[config.mk]
export PLATFORM = sky130hd
export DESIGN_NAME = program_loader
export DESIGN_NICKNAME = d
export VERILOG_FILES = /design/src/rtl/program_loader.sv
export SDC_FILE = /design/constraint.sdc
export NUM_CORES = 1
export LEC_CHECK = 0
export CORE_AREA = 10 10 94 113
export DETAILED_ROUTE_END_ITERATION = 12
export DIE_AREA = 0 0 104 123
export PLACE_DENSITY = 0.74
export SYNTH_ARGS = -nofsm -noshare
export SYNTH_HDL_FRONTEND = slang
export SYNTH_SLANG_ARGS = --single-unit
[constraint.sdc]
create_clock -name clk_i -period 3.9 [get_ports clk_i]
set_input_delay 0.39 -clock clk_i [delete_from_list [all_inputs] [get_ports clk_i]]
set_output_delay 0.39 -clock clk_i [all_outputs]
set_load 0.005 [all_outputs]
[src/rtl/program_loader.sv]
// program_loader
//   Fills the Hack instruction ROM from a framed byte stream. The frame is
//   LEN_HI, LEN_LO (big-endian word count N), N big-endian words, then one
//   XOR checksum byte covering every byte before it. The CPU is held in reset
//   for the whole load and for the whole time the loader is in ERROR.
//
// Ports
//   clk_i, rst_i         clock, async active-high reset
//   start_i              one-cycle pulse, begins a load from IDLE/DONE/ERROR
//   abort_i              level, forces ERROR while a load is in progress
//   byte_i/byte_valid_i  stream in; byte_ready_o is decoded from state only
//   rom_we_o/addr/data   registered ROM write port, one-cycle strobe
//   cpu_hold_o           CPU reset request
//   done_o / error_o     sticky result until the next start or reset
module program_loader #(
  parameter int ADDR_W = 15
) (
  input  logic              clk_i,
  input  logic              rst_i,
  input  logic              start_i,
  input  logic              abort_i,
  input  logic [7:0]        byte_i,
  input  logic              byte_valid_i,
  output logic              byte_ready_o,
  output logic              rom_we_o,
  output logic [ADDR_W-1:0] rom_addr_o,
  output logic [15:0]       rom_data_o,
  output logic              cpu_hold_o,
  output logic              done_o,
  output logic              error_o
);

  typedef enum logic [2:0] {
    S_IDLE, S_LEN_HI, S_LEN_LO, S_DATA_HI, S_DATA_LO, S_CHECK, S_DONE, S_ERROR
  } state_t;

  // Largest legal word count: the full ROM.
  localparam logic [31:0] CAP = 32'd1 << ADDR_W;

  state_t            state_q, state_d;
  logic [ADDR_W-1:0] addr_q;
  logic [15:0]       cnt_q;
  logic [7:0]        hi_q;   // LEN_HI byte, then each word's high byte
  logic [7:0]        acc_q;

  logic        loading, xfer, idle_like;
  logic [15:0] n_word;

  assign loading   = (state_q == S_LEN_HI) || (state_q == S_LEN_LO) ||
                     (state_q == S_DATA_HI) || (state_q == S_DATA_LO) ||
                     (state_q == S_CHECK);
  assign idle_like = (state_q == S_IDLE) || (state_q == S_DONE) ||
                     (state_q == S_ERROR);
  // A byte is consumed only when no abort is pending; abort drops it.
  assign xfer      = loading && byte_valid_i && !abort_i;
  assign n_word    = {hi_q, byte_i};

  assign byte_ready_o = loading;
  assign cpu_hold_o   = loading || (state_q == S_ERROR);
  assign done_o       = (state_q == S_DONE);
  assign error_o      = (state_q == S_ERROR);

  always_ff @(posedge clk_i or posedge rst_i) begin
    if (rst_i) state_q <= S_IDLE;
    else       state_q <= state_d;
  end

  always_comb begin
    state_d = state_q;
    if (idle_like) begin
      if (start_i) state_d = S_LEN_HI;
    end else if (abort_i) begin
      state_d = S_ERROR;
    end else if (xfer) begin
      case (state_q)
        S_LEN_HI:  state_d = S_LEN_LO;
        S_LEN_LO: begin
          if ({16'd0, n_word} > CAP) state_d = S_ERROR;
          else if (n_word == 16'd0)  state_d = S_CHECK;
          else                       state_d = S_DATA_HI;
        end
        S_DATA_HI: state_d = S_DATA_LO;
        S_DATA_LO: state_d = (cnt_q == 16'd1) ? S_CHECK : S_DATA_HI;
        S_CHECK:   state_d = (byte_i == acc_q) ? S_DONE : S_ERROR;
        default:   state_d = state_q;
      endcase
    end
  end

  always_ff @(posedge clk_i or posedge rst_i) begin
    if (rst_i) begin
      addr_q     <= '0;
      cnt_q      <= '0;
      hi_q       <= '0;
      acc_q      <= '0;
      rom_we_o   <= 1'b0;
      rom_addr_o <= '0;
      rom_data_o <= '0;
    end else begin
      rom_we_o <= 1'b0;
      if (idle_like && start_i) begin
        addr_q <= '0;
        acc_q  <= '0;
      end else if (xfer) begin
        case (state_q)
          S_LEN_HI: begin
            hi_q  <= byte_i;
            acc_q <= acc_q ^ byte_i;
          end
          S_LEN_LO: begin
            cnt_q <= n_word;
            acc_q <= acc_q ^ byte_i;
          end
          S_DATA_HI: begin
            hi_q  <= byte_i;
            acc_q <= acc_q ^ byte_i;
          end
          S_DATA_LO: begin
            rom_we_o   <= 1'b1;
            rom_addr_o <= addr_q;
            rom_data_o <= n_word;
            // Wraps to 0 after a full-ROM load; that address is never used.
            addr_q     <= addr_q + ADDR_W'(1);
            cnt_q      <= cnt_q - 16'd1;
            acc_q      <= acc_q ^ byte_i;
          end
          default: ;
        endcase
      end
    end
  end

endmodule
# == After elaboration in Yosys (flattened, before gate mapping) ==
# Index checks and enable logic that the tools add are counted.
# totals
wordCells,69
in_bits,13
reg_bits,82
# classes
n_reduce_logical,27
bitwise_logic,2
order_cmp,1
mux,19
add_sub_neg,2
n_eq_ne,10
# ops
op,count
$mux W15,3
$pmux W16 S2,1
$mux W8,3
$mux W3,7
$eq A16 B1 Y1 const B,1
$gt A16 B16 Y1 const B,1
$logic_not A16 Y1,1
$sub A16 B1 Y16 const B,1
$add A15 B1 Y15 const B,1
$pmux W3 S5,1
$eq A3 B3 Y1 const B,4
$reduce_and A3 Y1,4
$eq A8 B8 Y1,1
$reduce_bool A2 Y1,4
$xor A8 B8 Y8,1
$logic_or A1 B1 Y1,7
$reduce_bool A7 Y1,1
$eq A3 B2 Y1 const B,2
$mux W1,4
$reduce_and A2 Y1,2
$reduce_or A4 Y1,1
$eq A3 B1 Y1 const B,1
$logic_and A1 B1 Y1,3
$logic_not A3 Y1,1
5 further kinds,5

# == Depth between registers and ports, before layout ==
# Gate-level depths: netlist of the first run.
# logic_depth
depth_word,10
depth_mapped,8

# == Worst setup path after synthesis of the first run ==
# Ideal clock, no wire load.
# synth_timing
path_kind,input to register
startpoint,in abort_i
endpoint,reg addr_q[14]
n_path_buf,3
cell_stages,7
t_required_ps,3822
arrival_time_ps,2107
setup_slack_ps,1715
cell_sequence,buf_2 > or3b_1 > buf_2 > or3_1 > buf_2 > or4_1 > a21oi_1
# synth_between
elab_chain_len,4
# synth_rtl
item,line_no,source
start: declaration,21,"input logic abort_i,"
$logic_not A1 Y1,55,assign xfer = loading && byte_valid_i && !abort_i;
$logic_and A1 B1 Y1,55,
$reduce_bool A2 Y1 (no source line),--,
$reduce_and A2 Y1 (no source line),--,
end signal: assignment,123,addr_q <= addr_q + ADDR_W'(1);
end: declaration,41,logic [ADDR_W-1:0] addr_q;
# No other way between the ends.
# A chain may end at the register's enable or synchronous reset.

# == Worst setup path in the final report of the first run ==
# layout_timing
startpoint,reg state_q[1]
endpoint,out cpu_hold_o
# layout_between
elab_chain_len,6
elab_cells_between_ends,11
cone_classes,eq/ne: 6; reduce/logical: 5
# layout_rtl
item,line_no,source
start: declaration,40,"state_t state_q, state_d;"
start signal: assignment,65,else state_q <= state_d;
$eq A3 B1 Y1 or $eq A3 B2 Y1 (tied branches),49,assign loading = (state_q == S_LEN_HI) || (state_q == S_LEN_LO) ||
$logic_or A1 B1 Y1 (2 in series),49,
$logic_or A1 B1 Y1 (2 in series),50,(state_q == S_DATA_HI) || (state_q == S_DATA_LO) ||
$logic_or A1 B1 Y1 (*),59,assign cpu_hold_o = loading || (state_q == S_ERROR);
end: declaration,28,"output logic cpu_hold_o,"
# Every way passes the cells marked *; elsewhere a longest branch is shown, timed or not.

==> results of run 1 <==
-- registers in the layout (all words and copies together), names as in the netlist --
register    cells
rom_we_o        1
rom_data_o     16
addr_q         15
hi_q            8
cnt_q          16
acc_q           8
rom_addr_o     15
state_q         3
-- kinds of logic (layout without fill, tap and decap cells) --
logic type / after synthesis / count (layout) / synth area share
adder cells (fa/ha/maj): 3 / 3 / 0.00912
XOR/XNOR: 14 / 14 / 0.0298
buffers and inverters: 42 / 86 / 0.0417
AO/OA/AOI/OAI: 101 / 101 / 0.153
flip-flops: 82 / 82 / 0.499
AND/OR/NAND/NOR: 200 / 200 / 0.241
multiplexers: 10 / 10 / 0.0265
-- layout by cell type, fill, tap and decap left out, types with 8 or more instances in the layout --
cell type and instances:
clkbuf_8 9, a21oi_1 27, or3_1 11, clkdlybuf4s50_1 48, nand4_1 8, nor4_1 14, o21ai_0 33, dfrtp_1 82
inv_1 14, nor2_1 25, xnor2_1 10, nand2_1 87, nand3_1 13
-- metal layers --
metal  GRT usage  up-vias
met4      0.0740        0
met3      0.0437       18
met2       0.277      117
met5           0        -
li1            -     1690
met1       0.194     1707
-- metrics by stage --
step            util  setup WS [ps]  cells
5_1_grt        0.581           1060    613
4_1_cts        0.581           1370    613
3_3_place_gp   0.555           1190    597
6_report       0.581           1340    613
2_1_floorplan      -           1400    452
3_5_place_dp   0.555           1140    597
-- final timing paths --
check	startpoint	end	slack [ps]	depth (start not counted)
setup reg to reg	state_q[1]	cnt_q[13]	1350	5
max in group asynchronous	rst_i	rom_addr_o[1]	2490	3
hold / removal	rst_i	rom_addr_o[13]	360	2
hold reg to reg	rom_addr_o[3]	rom_addr_o[3]	470	2
setup / recovery	state_q[1]	cpu_hold_o	1340	3
min in group clk_i	rom_addr_o[3]	rom_addr_o[3]	470	2
-- worst max-delay path: stages, from the launching register on --
cell and delay [ps]:
dfrtp_1 690, xor2_1 390, or2_2 200, clkdlybuf4s50_1 500
-- layout make-up --
class | count | share of cell area
clock buffers | 9 | 0.0253
clock inverters | 7 | 0.0192
inverters | 16 | 0.0125
multi-input cells | 328 | 0.387
flip-flops and latches | 82 | 0.419
well taps | 117 | 0.0299
repair buffers | 54 | 0.107
-- power by group --
part           switching [W]  leakage (nW)  internal (W)
combinational       0.000447         0.884      0.000447
clock               0.000328         0.105      0.000359
sequential          0.000284          1.08       0.00107
==> out/qor.txt, run 1 <==
status = complete, no violations
Final Hold Viols = 0
crit start category = register
Synth top cells by count = nand2_1, dfrtp_1, o21ai_0
CORE AREA = 0.00843 sq mm
Syn Nets = 468
largest net degree at the start of global routing = 55
Final setup viols = 0
number of max-cap violations = 0
Yosys cell types = 55
relative slew slack = 0.346
Multi-input gate area = 0.00189 sq mm
slew at the pin with the worst max-slew slack = 980 ps
Min Clock Period, post-route = 2560 ps
Synth Register Bits = 82
DR WL met2 = 5.06 mm
Die Height = 123 microns
Async S/R FF share, synth = 1.00
period utilization = 0.655
TritonCTS clock tree = yes
clk sinks = 82
Tot GR Track Use = 0.164
top routing layer used = met4
DR iter-0 viols = 244
Area growth syn-to-layout = 18.9%
Bufs on Longest Clock Path = 2
IO Pins = 49
Post-CTS Resized = 0
Final ANT Viol Nets = 0
crit path kind = register to primary output
top-count cell post-synth = nand2_1
synthesized area per cell = 9.10 sq um
DR vias = 3532
pwr/cell area = 601 mW/mm^2
post-synth design cell area = 0.00412 sq mm
routability congestion estimate = 0.863
Fmax = 391 MHz
WL final = 10.3 mm
worst path required time = 3510 ps
metal1 wirelength = 4.38 mm
buffer count from post-CTS setup fixing = 0
layout cells sized above 1 = 0.0685
die area = 0.0128 sq mm
clock skew = 10.6 ps
Synthesis Warnings = 0
WL met3 = 659 microns
CP endpoint kind = primary output
vias per inst = 5.76
Area after DPL = 0.00468 sq mm
drt drc = 0
worst min path class = primary input to async pin
TNS Setup = 0 ps
Syn Inst Count = 452
total CTS buffers = 9
initial antenna violation count = 0
WP data arrival = 2170 ps
DR pass1 iterations = 5
Leakage Power = 2.07 nW
Die X-Extent = 104 microns
ys flop type = dfrtp_1
Post-synth EDFFs = 0
Seq/Total Area, Yosys = 0.499
post-DP HPWL = 7.37 mm
CTS Root Cell = clkbuf_8
first-pass GRT wire length = 17.3 mm
Hold Worst Slack = 362 ps
Max VDD drop = 0.261 mV
# hold bufs at CTS = 0
row count = 37
nets = 507
Clock Latency Late Sink = 380 ps
Buffers on Ports = 48
H-tree depth = 3
wire per inst = 16.9 microns
sequential cell area = 0.00205 sq mm
Ant. Diodes = 0
fill count = 751
Final Max Slew Viols = 0
post-route cell area = 0.00489 sq mm
worst-path maximum fanout = 18
total power = 0.00294 W
vias in the first global route = 3489
total gr overflow = 0
Synth top area share = 0.499
Reg clk slew, reported paths = 80 ps
Yosys top cell by area = dfrtp_1
RSZ-0062 raised after global routing = no
Synth area leaders = dfrtp_1, nand2_1, o21ai_0, a21oi_1, nor2_1
initial core utilization = 0.488
Power figures use the tool's default switching activity.
==> inputs of run 2 (changes only) <==
--- a/config.mk
+++ b/config.mk
@@ -8,7 +8,7 @@
 export CORE_AREA = 10 10 94 113
 export DETAILED_ROUTE_END_ITERATION = 12
 export DIE_AREA = 0 0 104 123
-export PLACE_DENSITY = 0.74
+export PLACE_DENSITY = 0.77
 export SYNTH_ARGS = -nofsm -noshare
 export SYNTH_HDL_FRONTEND = slang
 export SYNTH_SLANG_ARGS = --single-unit
==> constraint.sdc (replaced) <==
create_clock -name clk_i -period 2.35 [get_ports clk_i]
set_input_delay 0.235 -clock clk_i [delete_from_list [all_inputs] [get_ports clk_i]]
set_output_delay 0.235 -clock clk_i [all_outputs]
set_load 0.005 [all_outputs]
==> out/qor.txt, run 2 (synthesis results as in run 1) <==
Final Hold Viols = 0
TritonCTS clock tree = yes
Critical Path Stages = 3
H-tree depth = 3
Reg clk slew, reported paths = 90 ps
CORE AREA = 0.00843 sq mm
wire per inst = 16.6 microns
post-route cell area = 0.00504 sq mm
total power = 0.00501 W
Final setup viols = 0
vias per inst = 5.65
Non-Filler Instances = 629
Leakage Power = 2.15 nW
vias in the first global route = 3415
Final ANT Viol Nets = 0
Reg2Reg Depth = 6
Finished Core Util = 0.598
period utilization = 0.947
WP data arrival = 1990 ps
total CTS buffers = 9
slowest stage delay, CP = 530 ps
CTS Root Cell = clkbuf_8
Tot GR Track Use = 0.167
DR iter-0 viols = 308
Multi-input gate area = 0.00189 sq mm
layout cells sized above 1 = 0.102
Ant. Diodes = 0
Min Clock Period, post-route = 2220 ps
worst path required time = 2120 ps
Clock Latency Late Sink = 370 ps
routability congestion estimate = 0.869
worst min path class = primary input to async pin
Max stage delay cell, worst path = dfrtp_2
commonest non-fill, non-tap cell in the layout = nand2_1
crit path kind = register to primary output
CP endpoint kind = primary output
clk sinks = 82
die area = 0.0128 sq mm
Buffers on Ports = 48
Die X-Extent = 104 microns
sequential cell area = 0.00205 sq mm
Area growth syn-to-layout = 22.5%
reg-to-reg setup timing slack = 290 ps
Largest regs = cnt_q x16, rom_data_o x16
CP Launch Point = state_q[2]
RSZ-0062 raised after global routing = no
first-pass GRT wire length = 17.5 mm
DR vias = 3555
fill count = 714
r2r startpoint = state_q[0]
WL final = 10.4 mm
number of max-cap violations = 0
Bufs on Longest Clock Path = 2
largest net degree at the start of global routing = 43
Die Height = 123 microns
status = complete, no violations
CP bufs+invs = 1
worst-path maximum fanout = 18
post-DP HPWL = 7.53 mm
Area after DPL = 0.00481 sq mm
row count = 37
initial core utilization = 0.488
nets = 523
relative slew slack = 0.357
slew at the pin with the worst max-slew slack = 965 ps
TNS Setup = 0 ps
dpl cells = 613
Final Max Slew Viols = 0
DR pass1 iterations = 4
Max VDD drop = 0.547 mV
commonest cells after routing, fill and taps aside = nand2_1, dfrtp_1, clkdlybuf4s50_1, o21ai_0, a21oi_1
IO Pins = 49
crit path to = cpu_hold_o
clock skew = 12.6 ps
crit start category = register
initial antenna violation count = 0
pwr/cell area = 995 mW/mm^2
r2r endpoint = acc_q[1]
Fmax = 449 MHz
worst path cell trace = xor2_1 -> or2_2 -> clkdlybuf4s50_1
drt drc = 0
# hold bufs at CTS = 0
CP top delay family = flip-flops
total gr overflow = 0
## run 2: worst min path at each step
stage / from / endpoint / slack, ps
2_1_floorplan: byte_i[7] / hi_q[7] / 350
4_1_cts: rst_i / rom_addr_o[6] / 220
5_1_grt: rst_i / rom_addr_o[6] / 250
6_report: rst_i / addr_q[9] / 210
3_5_place_dp: rom_addr_o[3] / rom_addr_o[3] / 460
3_3_place_gp: rom_addr_o[3] / rom_addr_o[3] / 460
## run 2: layout make-up
class / count / share of cell area
Sequential cell: 82 / 0.408
Clock buffer: 10 / 0.0273
Clock inverter: 6 / 0.0179
Inverter: 16 / 0.0122
Timing Repair Buffer: 70 / 0.131
Multi-Input combinational cell: 328 / 0.375
Tap cell: 117 / 0.0290
## run 2: per-layer routing
layer,share of wire,track usage,vias up
met3,0.065,0.0495,14
met2,0.49,0.279,99
met5,0,0,-
li1,-,-,1723
met1,0.43,0.199,1719
met4,0.016,0.0723,0
## run 2: metrics by stage
step                worst slack (ps)  hold WS (ps)
detailed placement              50.9           462
CTS                             87.1           217
global route                    16.2           251
finish                           125           207
global placement                 110           457
floorplan                       6.56           352
## run 2: what timing repair did
| item | in CTS | in global routing |
|---|---|---|
| gates resized for setup | 1 | 1 |
| setup buffers | 0 | 0 |
| endpoints found under the setup margin | 1 | 3 |
## run 2: worst register-to-register path: cells and delay by family (launching register included)
kind / cells / cell delay, ps
buf+inv: 2 / 390
flops: 1 / 360
compound gates: 3 / 1170
simple gates: 1 / 80
## run 2: where the power goes
| part | leakage, nW | total (W) | switching (W) | internal (W) |
|---|---|---|---|---|
| Sequential | 1.07 | 0.00222 | 0.000429 | 0.00179 |
| Clock | 0.112 | 0.00116 | 0.000536 | 0.000629 |
| Combinational | 0.967 | 0.00163 | 0.000817 | 0.000816 |
| Total | 2.15 | 0.00501 | 0.00178 | 0.00323 |
==> inputs of run 3 (changes only) <==
--- a/config.mk
+++ b/config.mk
@@ -5,9 +5,9 @@
 export SDC_FILE = /design/constraint.sdc
 export NUM_CORES = 1
 export LEC_CHECK = 0
-export CORE_AREA = 10 10 94 113
+export CORE_AREA = 2 2 86 105
 export DETAILED_ROUTE_END_ITERATION = 12
-export DIE_AREA = 0 0 104 123
+export DIE_AREA = 0 0 88 107
 export PLACE_DENSITY = 0.77
 export SYNTH_ARGS = -nofsm -noshare
 export SYNTH_HDL_FRONTEND = slang
==> out/qor.txt, run 3 (synthesis results as in run 1) <==
Final ANT Viol Nets = 0
clock skew = 5.21 ps
Buffers on Ports = 48
period utilization = 0.940
Leakage Power = 2.16 nW
commonest cells after routing, fill and taps aside = nand2_1, dfrtp_1, clkdlybuf4s50_1, o21ai_0, a21oi_1
Seq pwr share = 0.442
H-tree depth = 3
fill count = 693
IO Pins = 49
Area growth syn-to-layout = 22.7%
Reg2Reg Depth = 5
Max VDD drop = 0.483 mV
total CTS buffers = 9
largest net degree at the start of global routing = 43
CORE AREA = 0.00838 sq mm
Int Pwr = 0.00322 W
Largest regs = cnt_q x16, rom_data_o x16
Finished Core Util = 0.603
drt drc = 0
layout cells sized above 1 = 0.103
Tot GR Track Use = 0.229
buffer count from post-CTS setup fixing = 0
DR vias = 3651
vias in the first global route = 3446
switching share of power = 0.352
initial antenna violation count = 0
Bufs on Longest Clock Path = 2
Reg clk slew, reported paths = 80 ps
Final Max Slew Viols = 0
CTS Root Cell = clkbuf_8
worst path required time = 2120 ps
slew at the pin with the worst max-slew slack = 983 ps
status = complete, no violations
TritonCTS clock tree = yes
WL final = 10.0 mm
post-DP HPWL = 7.16 mm
WP data arrival = 1970 ps
crit path kind = register to primary output
nets = 525
Final setup viols = 0
pwr/cell area = 983 mW/mm^2
slowest stage delay, CP = 450 ps
wire per inst = 15.8 microns
clock network power share = 0.224
Min Clock Period, post-route = 2210 ps
Die Height = 107 microns
TNS Setup = 0 ps
DR iter-0 viols = 241
clk sinks = 82
total gr overflow = 0
die area = 0.00942 sq mm
Fmax = 453 MHz
DR pass1 iterations = 5
CP endpoint kind = primary output
sw power = 0.00175 W
vias per inst = 5.79
Final Hold Viols = 0
worst-path maximum fanout = 13
crit start category = register
number of max-cap violations = 0
worst path cell trace = buf_4 -> xor2_2 -> or2_2 -> clkdlybuf4s50_1
commonest non-fill, non-tap cell in the layout = nand2_1
relative slew slack = 0.345
Die X-Extent = 88 microns
row count = 37
RSZ-0062 raised after global routing = no
Clock Latency Late Sink = 350 ps
reg-to-reg setup timing slack = 270 ps
Max stage delay cell, worst path = clkdlybuf4s50_1
routability congestion estimate = 0.868
share of power burned in combinational logic = 0.335
Ant. Diodes = 0
first-pass GRT wire length = 16.7 mm
worst min path class = primary input to async pin
initial core utilization = 0.491
-- run 3: cell types whose count changed in the layout (fill, tap and decap cells not counted) --
cell | before | now
xor2_1 | 4 | 3
clkinv_4 | 2 | 1
dfrtp_2 | 2 | 1
clkbuf_8 | 10 | 9
buf_4 | 21 | 23
xor2_2 | 0 | 1
inv_6 | 0 | 1
clkbuf_1 | 0 | 1
dfrtp_1 | 80 | 81
-- run 3: worst paths after layout --
path / from / endpoint
worst max-delay path: state_q[2] / cpu_hold_o
worst min-delay path: rst_i / addr_q[13]
worst max register to register: state_q[2] / acc_q[5]
worst min register to register: rom_addr_o[2] / rom_addr_o[2]
max in group asynchronous: rst_i / state_q[1]
min in group clk_i: rom_addr_o[2] / rom_addr_o[2]
-- run 3: layout make-up --
class | count | area, sq um | share of cell area
clock buffers | 10 | 128 | 0.0253
clock inverters | 6 | 90.1 | 0.0178
inverters | 16 | 61.3 | 0.0121
multi-input cells | 328 | 1900 | 0.376
flip-flops and latches | 82 | 2050 | 0.406
well taps | 117 | 146 | 0.0290
repair buffers | 72 | 673 | 0.133
-- run 3: stage by stage --
stage	cell area [sq um]	total power [W]	instances	hold slack, ps	worst slack [ps]
6_report	5050	0.00497	631	287	141
5_1_grt	5050	0.00532	631	333	77.5
3_5_place_dp	4820	0.00385	615	463	21.2
4_1_cts	5040	0.00497	631	293	63.9
2_1_floorplan	4120	0.00313	452	352	6.56
3_3_place_gp	4820	0.00378	615	458	74.5
-- run 3: worst max-delay path, delay by kind of cell (launching register included) --
kind	cells	cell delay, ps
AND/OR/NAND/NOR	1	320
flip-flops	1	440
XOR/XNOR	1	220
buffers and inverters	2	660
-- run 3: per-layer routing --
| layer | share of wire | global-route usage |
|---|---|---|
| met1 | 0.42 | 0.300 |
| met2 | 0.51 | 0.373 |
| met3 | 0.055 | 0.0516 |
| met4 | 0.018 | 0.0736 |
| met5 | 0 | 0 |
-- run 3: timing repair --
action | in CTS | in global routing
hold buffers | 0 | 0
resized for setup | 0 | 2
endpoints found under the setup margin | 0 | 1
-- run 3: power groups by stage --
stage | sequential, W | combinational (W) | clock, W
2_1_floorplan | 0.00208 | 0.00105 | 0
5_1_grt | 0.00227 | 0.00185 | 0.00120
4_1_cts | 0.00218 | 0.00165 | 0.00114
6_report | 0.00219 | 0.00166 | 0.00111
3_3_place_gp | 0.00218 | 0.00159 | 0
3_5_place_dp | 0.00221 | 0.00164 | 0
